### src/rtl/dma_pkg.sv
// Shared definitions for the DMA block-copy engine: FSM state encoding,
// word stride and the address alignment pattern.
package dma_pkg;

   typedef enum logic [2:0] {
      S_IDLE  = 3'd0,
      S_READ  = 3'd1,
      S_WRITE = 3'd2,
      S_DONE  = 3'd3,
      S_ERR   = 3'd4
   } state_e;

   localparam int unsigned WORD_BYTES = 4;
   localparam logic [1:0]  ALIGN_MASK = 2'b00;

endpackage

### src/rtl/dma_copy_engine.sv
// Word-by-word block copier driving the data memory port (read, then write, per word).
// Optional DMA_CHECKSUM_EN adds a running 32-bit sum of the words written.
module dma_copy_engine
   import dma_pkg::*;
#(
   parameter int unsigned LEN_W      = 8,
   parameter int unsigned WORD_BYTES = dma_pkg::WORD_BYTES
) (
   input  logic             clk,
   input  logic             reset,
   input  logic             start,
   input  logic [31:0]      src_addr,
   input  logic [31:0]      dst_addr,
   input  logic [LEN_W-1:0] len,
   output logic             busy,
   output logic             done,
   output logic             err,
   output logic             mem_rd,
   output logic             mem_wr,
   output logic [31:0]      mem_addr,
   output logic [31:0]      mem_wdata,
`ifdef DMA_CHECKSUM_EN
   output logic [31:0]      checksum,
`endif
   input  logic [31:0]      mem_rdata
);

   state_e             state_q, state_d;
   logic [31:0]        src_q, src_d;
   logic [31:0]        dst_q, dst_d;
   logic [LEN_W-1:0]   count_q, count_d;
   logic [31:0]        buf_q, buf_d;
   logic               zero_len_q, zero_len_d;
`ifdef DMA_CHECKSUM_EN
   logic [31:0]        checksum_q, checksum_d;
`endif

   logic misaligned;
   assign misaligned = (src_addr[1:0] != ALIGN_MASK) || (dst_addr[1:0] != ALIGN_MASK);

   // NOTE: every output and next-state value gets a default first, so no path leaves one unassigned and no latch is inferred.
   always_comb begin
      state_d    = state_q;
      src_d      = src_q;
      dst_d      = dst_q;
      count_d    = count_q;
      buf_d      = buf_q;
      zero_len_d = zero_len_q;
`ifdef DMA_CHECKSUM_EN
      checksum_d = checksum_q;
`endif
      busy       = 1'b0;
      done       = 1'b0;
      err        = 1'b0;
      mem_rd     = 1'b0;
      mem_wr     = 1'b0;
      mem_addr   = 32'h0;
      mem_wdata  = 32'h0;

      unique case (state_q)
         S_IDLE: begin
            if (start) begin
               if (misaligned) begin
                  state_d = S_ERR;
               end else begin
`ifdef DMA_CHECKSUM_EN
                  checksum_d = 32'h0;
`endif
                  if (len == '0) begin
                     zero_len_d = 1'b1;
                     state_d    = S_DONE;
                  end else begin
                     zero_len_d = 1'b0;
                     src_d      = src_addr;
                     dst_d      = dst_addr;
                     count_d    = len;
                     state_d    = S_READ;
                  end
               end
            end
         end
         S_READ: begin
            busy     = 1'b1;
            mem_rd   = 1'b1;
            mem_addr = src_q;
            buf_d    = mem_rdata;
            state_d  = S_WRITE;
         end
         S_WRITE: begin
            busy      = 1'b1;
            mem_wr    = 1'b1;
            mem_addr  = dst_q;
            mem_wdata = buf_q;
            src_d     = src_q + 32'(WORD_BYTES);
            dst_d     = dst_q + 32'(WORD_BYTES);
            count_d   = count_q - LEN_W'(1);
`ifdef DMA_CHECKSUM_EN
            checksum_d = checksum_q + buf_q;
`endif
            state_d   = (count_q == LEN_W'(1)) ? S_DONE : S_READ;
         end
         S_DONE: begin
            // A zero-length request never counts as busy.
            busy    = !zero_len_q;
            done    = 1'b1;
            state_d = S_IDLE;
         end
         S_ERR: begin
            err     = 1'b1;
            state_d = S_IDLE;
         end
         default: state_d = S_IDLE;
      endcase

      // Reset silences the port in the same cycle so no access escapes a mid-copy reset.
      if (reset) begin
         busy      = 1'b0;
         done      = 1'b0;
         err       = 1'b0;
         mem_rd    = 1'b0;
         mem_wr    = 1'b0;
         mem_addr  = 32'h0;
         mem_wdata = 32'h0;
      end
   end

`ifdef DMA_CHECKSUM_EN
   assign checksum = reset ? 32'h0 : checksum_q;
`endif

   // NOTE: state uses non-blocking assignments and a synchronous reset sampled at the clock edge.
   always_ff @(posedge clk) begin
      if (reset) begin
         state_q    <= S_IDLE;
         src_q      <= 32'h0;
         dst_q      <= 32'h0;
         count_q    <= '0;
         buf_q      <= 32'h0;
         zero_len_q <= 1'b0;
`ifdef DMA_CHECKSUM_EN
         checksum_q <= 32'h0;
`endif
      end else begin
         state_q    <= state_d;
         src_q      <= src_d;
         dst_q      <= dst_d;
         count_q    <= count_d;
         buf_q      <= buf_d;
         zero_len_q <= zero_len_d;
`ifdef DMA_CHECKSUM_EN
         checksum_q <= checksum_d;
`endif
      end
   end

endmodule

### config.mk
export PLATFORM = sky130hd
export DESIGN_NAME = dma_copy_engine
export DESIGN_NICKNAME = d
export VERILOG_FILES = /design/src/rtl/dma_pkg.sv /design/src/rtl/dma_copy_engine.sv
export SDC_FILE = /design/constraint.sdc
export NUM_CORES = 1
export LEC_CHECK = 0
export ABC_CLOCK_PERIOD_IN_PS = 2750
export CAP_MARGIN = 20
export CORE_MARGIN = 4
export CORE_UTILIZATION = 49
export CTS_BUF_LIST = sky130_fd_sc_hd__clkbuf_4 sky130_fd_sc_hd__clkbuf_8
export DETAILED_ROUTE_END_ITERATION = 10
export PLACE_DENSITY = 0.83
export SETUP_SLACK_MARGIN = 0.15
export SLEW_MARGIN = 40
export SYNTH_ARGS = -nofsm -noshare
export SYNTH_HDL_FRONTEND = slang
export SYNTH_SLANG_ARGS = --single-unit
### constraint.sdc
create_clock -name clk -period 2.75 [get_ports clk]
set_input_delay 0.275 -clock clk [delete_from_list [all_inputs] [get_ports clk]]
set_output_delay 0.275 -clock clk [all_outputs]
set_load 0.03 [all_outputs]
# == Yosys cells after proc, flatten, opt, wreduce, memory -nomap -nowiden ==
# Index checks and enable logic that the tools add are counted.
# totals
reg_bits,108
latchBits,0
ram_bits,0
romBits,0
inputBits,107
out_inout_bits,69
wordCells,60
mem_count,0
# classes
n_addsub,3
multipliers,0
div,0
n_lt_le_gt_ge,0
n_eq_ne,8
n_shift,0
muxes,32
n_bitwise,1
n_reduce_logical,10
# op_table
op,count
32-bit 2-to-1 mux,9
32-bit case mux with 2 select lines,3
32-bit by 3-bit adder with 32-bit output (second input constant),2
8-bit 2-to-1 mux,3
8-bit case mux with 2 select lines,1
1-bit 2-to-1 mux,10
3-bit case mux with 3 select lines,1
8-bit by 1-bit equality test with 1-bit output (second input constant),1
8-bit logical NOT,1
8-bit by 1-bit subtractor with 8-bit output (second input constant),1
3-bit by 2-bit equality test with 1-bit output (second input constant),2
3-bit 2-to-1 mux,2
2-bit != test (second input constant),3
2-bit nonzero test,3
2-bit 2-to-1 mux,2
4-bit AND reduction,1
3-bit by 1-bit equality test with 1-bit output (second input constant),1
3-bit equality test (second input constant),1
3-bit logical NOT,1
3-bit AND reduction,1
1-bit case mux with 2 select lines,1
2-bit OR reduction,1
1-bit logical NOT,1
1-bit logical OR,1
1-bit inverter,1

# == Logic depth before layout (Yosys ltp) ==
# logic_depth
depth_word,5
ltp_mapped,9
depth_no_buf,6

# == Least setup slack after synthesis ==
# OpenSTA, ideal clock, no wires.
# synth_path
kind,register to output
start,register state_q[0]
end,output mem_addr[22]
t_arrival_ns,2.034
required_time_ns,2.475
path_slack_ns,0.441
stages_incl_launch_ff,7
n_path_buf,3
cell_sequence,dfxtp_1 -> clkbuf_1 -> or3b_2 -> clkbuf_1 -> nor2_1 -> buf_2 -> a22o_1
# synth_via
elab_chain_cells,3
word_cells_on_any_way,4
cone_classes,eq/ne: 2; mux: 2
# synth_lines
item,line,text
start: declaration,dma_copy_engine.sv:28,"state_e state_q, state_d;"
start signal: assignment,dma_copy_engine.sv:144,state_q <= state_d;
3-bit by 2-bit equality test with 1-bit output or 3-bit by 1-bit equality test with 1-bit output (tied branches),dma_copy_engine.sv:60,unique case (state_q)
32-bit case mux with 2 select lines *,dma_copy_engine.sv:60,
32-bit 2-to-1 mux *,dma_copy_engine.sv:116,if (reset) begin
end: declaration,dma_copy_engine.sv:20,"output logic [31:0] mem_addr,"
# Mark *: on every way between the ends. The rest lies on a longest branch, timed or not.

# == Worst setup path in the final report ==
# layout_path
start,register state_q[2]
end,output mem_addr[29]
# Same word-level chain as after synthesis.

==> results.txt <==
post-route ant nets = 0
vias per std cell = 6.200
share of cells above drive strength 1 = 14.17%
initial core utilization = 50.19%
Clk pin slew, worst setup/hold paths = 0.10 ns
fin cells = 1046
Fin. Hold Viols = 0
Peak Freq = 0.3966 GHz
# H-tree levels = 3
CP Class = flip-flop to output pin
normalized max-slew margin = 58.82%
run status = complete, no violations
final wirelength = 18.95 mm
final worst setup slack = 0.2289 ns
CTS Sinks = 108
Avg Cell Area, Syn = 7.702 µm²
sequential fraction of the synthesis area = 37.73%
die width = 116.1 µm
drt drc = 0
Tmin final = 2.521 ns
Die ar. = 0.01349 mm²
Root Driver = clkbuf_8
TritonCTS clock tree = done
Lkg Pwr = 2.759 nW
Diodes inserted = 0
critical path startpoint category = flip-flop
die height = 116.1 µm
Synth Net Count = 855
P per Cell Area = 374.1 mW/mm²
CP max FO = 33
period utilization = 91.68%
Placed Instances = 1029
Synth warnings = 0
first-pass iteration count of the detailed router = 7
Post-Route Setup TNS = 0 ns
Critical Path AT = 2.25 ns
nets = 1009
min-delay worst type = input port to flip-flop
P&R area growth vs syn = 36.14%
Peak VDD IR = 0.0003606 V
R2R setup slack = 0.42 ns
Worst EP required = 2.48 ns
initial antenna violation count = 0
pre-CTS setup slack = 0.1901 ns
Worst-Margin Slew = 0.6130 ns
via count = 6485
filler cell count = 960
post-synth top area cell = dfxtp_1
hpwl dp = 13.43 mm
gr usage total = 27.08%
CP endpoint kind = output pin
global-route wire length before repair = 29.29 mm
TritonCTS Buffers = 9
synth unique cells = 62
vias in the first global route = 6073
WL/cell = 18.12 µm
hold_ws = 0.3524 ns
RSZ-0062 raised after global routing = false
largest net degree at the start of global routing = 66
initial drt markers = 835
IO Count = 176
core area = 0.01142 mm²
Post-Route Skew = 0.01517 ns
netlist area before placement = 0.005730 mm²
number of synthesized flops with an enable pin = 0
final setup vio count = 0
Final Util = 68.32%
total grt overflow = 0
Max Buffers Root-to-Sink = 2
top cell type's share of synthesized area = 37.73%
ys flop type = dfxtp_1
top cells by area, synth = dfxtp_1 (38%), nand2_1 (8.1%), a21oi_1 (5.2%)
Port Buffer Count = 175
FP Rows = 39
max-cap viol count = 0
synthesized flop and latch total = 108
worst-skew pair later-pin latency = 0.39 ns
routability cong. = 0.9149
Final Max Tran Viols = 0
Cells after Synth = 744
async set-reset flop share out of synthesis = 0%
cts hold-fix bufs = 0
-- metrics by stage --
step	area, µm²	power (mW)
final	7801	2.918
after CTS	7772	2.929
after global placement	7564	1.926
after detailed placement	7564	1.933
after floorplan	5731	1.735
after global routing	7801	3.014
-- synthesized netlist by cell type, types with 2 or more instances --
cell and n:
buf_2 10, and3_1 17, nand4b_1 4, nor4_1 11, nor3b_1 2, a22o_1 31, a2111oi_0 9, o21ai_0 18
nand2_1 123, ha_1 4, or4_1 7, o221a_2 2, or3_1 13, or2_2 4, a32oi_1 2, dfxtp_1 108
a311oi_1 7, nor2_1 46, buf_1 6, a2bb2oi_1 2, and4_1 2, nor3_1 20, a211oi_1 8, nand3_2 2
a31oi_1 35, nor4b_1 3, o211ai_1 13, a22oi_1 6, inv_1 12, a21oi_1 59, o22ai_1 2, and2_1 39
nand4_1 14, nand3_1 34, o211a_1 2, clkbuf_1 39, a41oi_1 3
-- where the power goes --
| group | switching (mW) | internal, mW | leakage (nW) |
|---|---|---|---|
| Sequential | 0.0284 | 1.59 | 0.872 |
| Clock | 0.556 | 0.460 | 0.107 |
| Combinational | 0.113 | 0.175 | 1.78 |
| Total | 0.697 | 2.22 | 2.76 |
-- worst max-delay path, cell delays in order (launching register included) --
cell     delay, ns
dfxtp_1       0.40
or3b_4        0.49
buf_4         0.22
nor2_4        0.16
buf_12        0.22
a22o_1        0.19
buf_4         0.17
-- timing repair --
item                                   in CTS  in global routing
resized for setup                           1                  1
buffers inserted                            0                  0
cloned                                      0                  1
endpoints found under the hold margin       0                  0
setup endpoints to repair                  63                 57
-- cells in the final DEF (no fill, tap or decap), types with 18 or more instances in the layout --
| cell type | count |
|---|---|
| a21oi_1 | 59 |
| a22o_1 | 31 |
| a31oi_1 | 35 |
| and2_1 | 39 |
| buf_4 | 81 |
| clkdlybuf4s50_1 | 108 |
| dfxtp_1 | 108 |
| nand2_1 | 123 |
| nand3_1 | 34 |
| nor2_1 | 44 |
| nor3_1 | 20 |
| o21ai_0 | 18 |
-- metal layers --
metal / GRT usage, % / wire, µm / up-vias / part of all wire (%)
met5: 0 / 0 / - / 0
met4: 9.745 / 452 / 0 / 2.4
met3: 7.876 / 2292 / 38 / 12
met2: 45.22 / 8886 / 400 / 47
met1: 33.37 / 7321 / 2991 / 39
li1: - / - / 3056 / -
-- registers in the layout, summed over array words and instances, names as in the netlist --
register and count:
buf_q 32, dst_q 32, src_q 32, count_q 8, state_q 3, zero_len_q 1
-- worst paths after layout --
| path | endpoint | from | cells past startpoint |
|---|---|---|---|
| max reg2reg | dst_q[20] | dst_q[2] | 6 |
| min | count_q[0] | reset | 2 |
| max | mem_addr[29] | state_q[2] | 6 |
| min reg2reg | buf_q[17] | buf_q[17] | 2 |
-- logic make-up after synthesis --
| logic type | after synthesis | synth area share [%] |
|---|---|---|
| multiplexers | 2 | 0.3712 |
| buffers and inverters | 69 | 4.934 |
| flip-flops | 108 | 37.73 |
| AO/OA/AOI/OAI | 209 | 24.80 |
| AND/OR/NAND/NOR | 351 | 31.14 |
| adder cells (fa/ha/maj) | 4 | 0.8734 |
| XOR/XNOR | 1 | 0.1529 |
-- layout make-up --
| type | instances | area (µm²) | share of cell area [%] |
|---|---|---|---|
| Clock buffer | 11 | 145.1 | 1.860 |
| Clock inverter | 5 | 61.31 | 0.7859 |
| Inverter | 12 | 45.04 | 0.5774 |
| Multi-Input combinational cell | 567 | 3303 | 42.34 |
| Sequential cell | 108 | 2162 | 27.71 |
| Tap cell | 143 | 178.9 | 2.294 |
| Timing Repair Buffer | 200 | 1906 | 24.43 |
(Power assumes the default switching activity.)
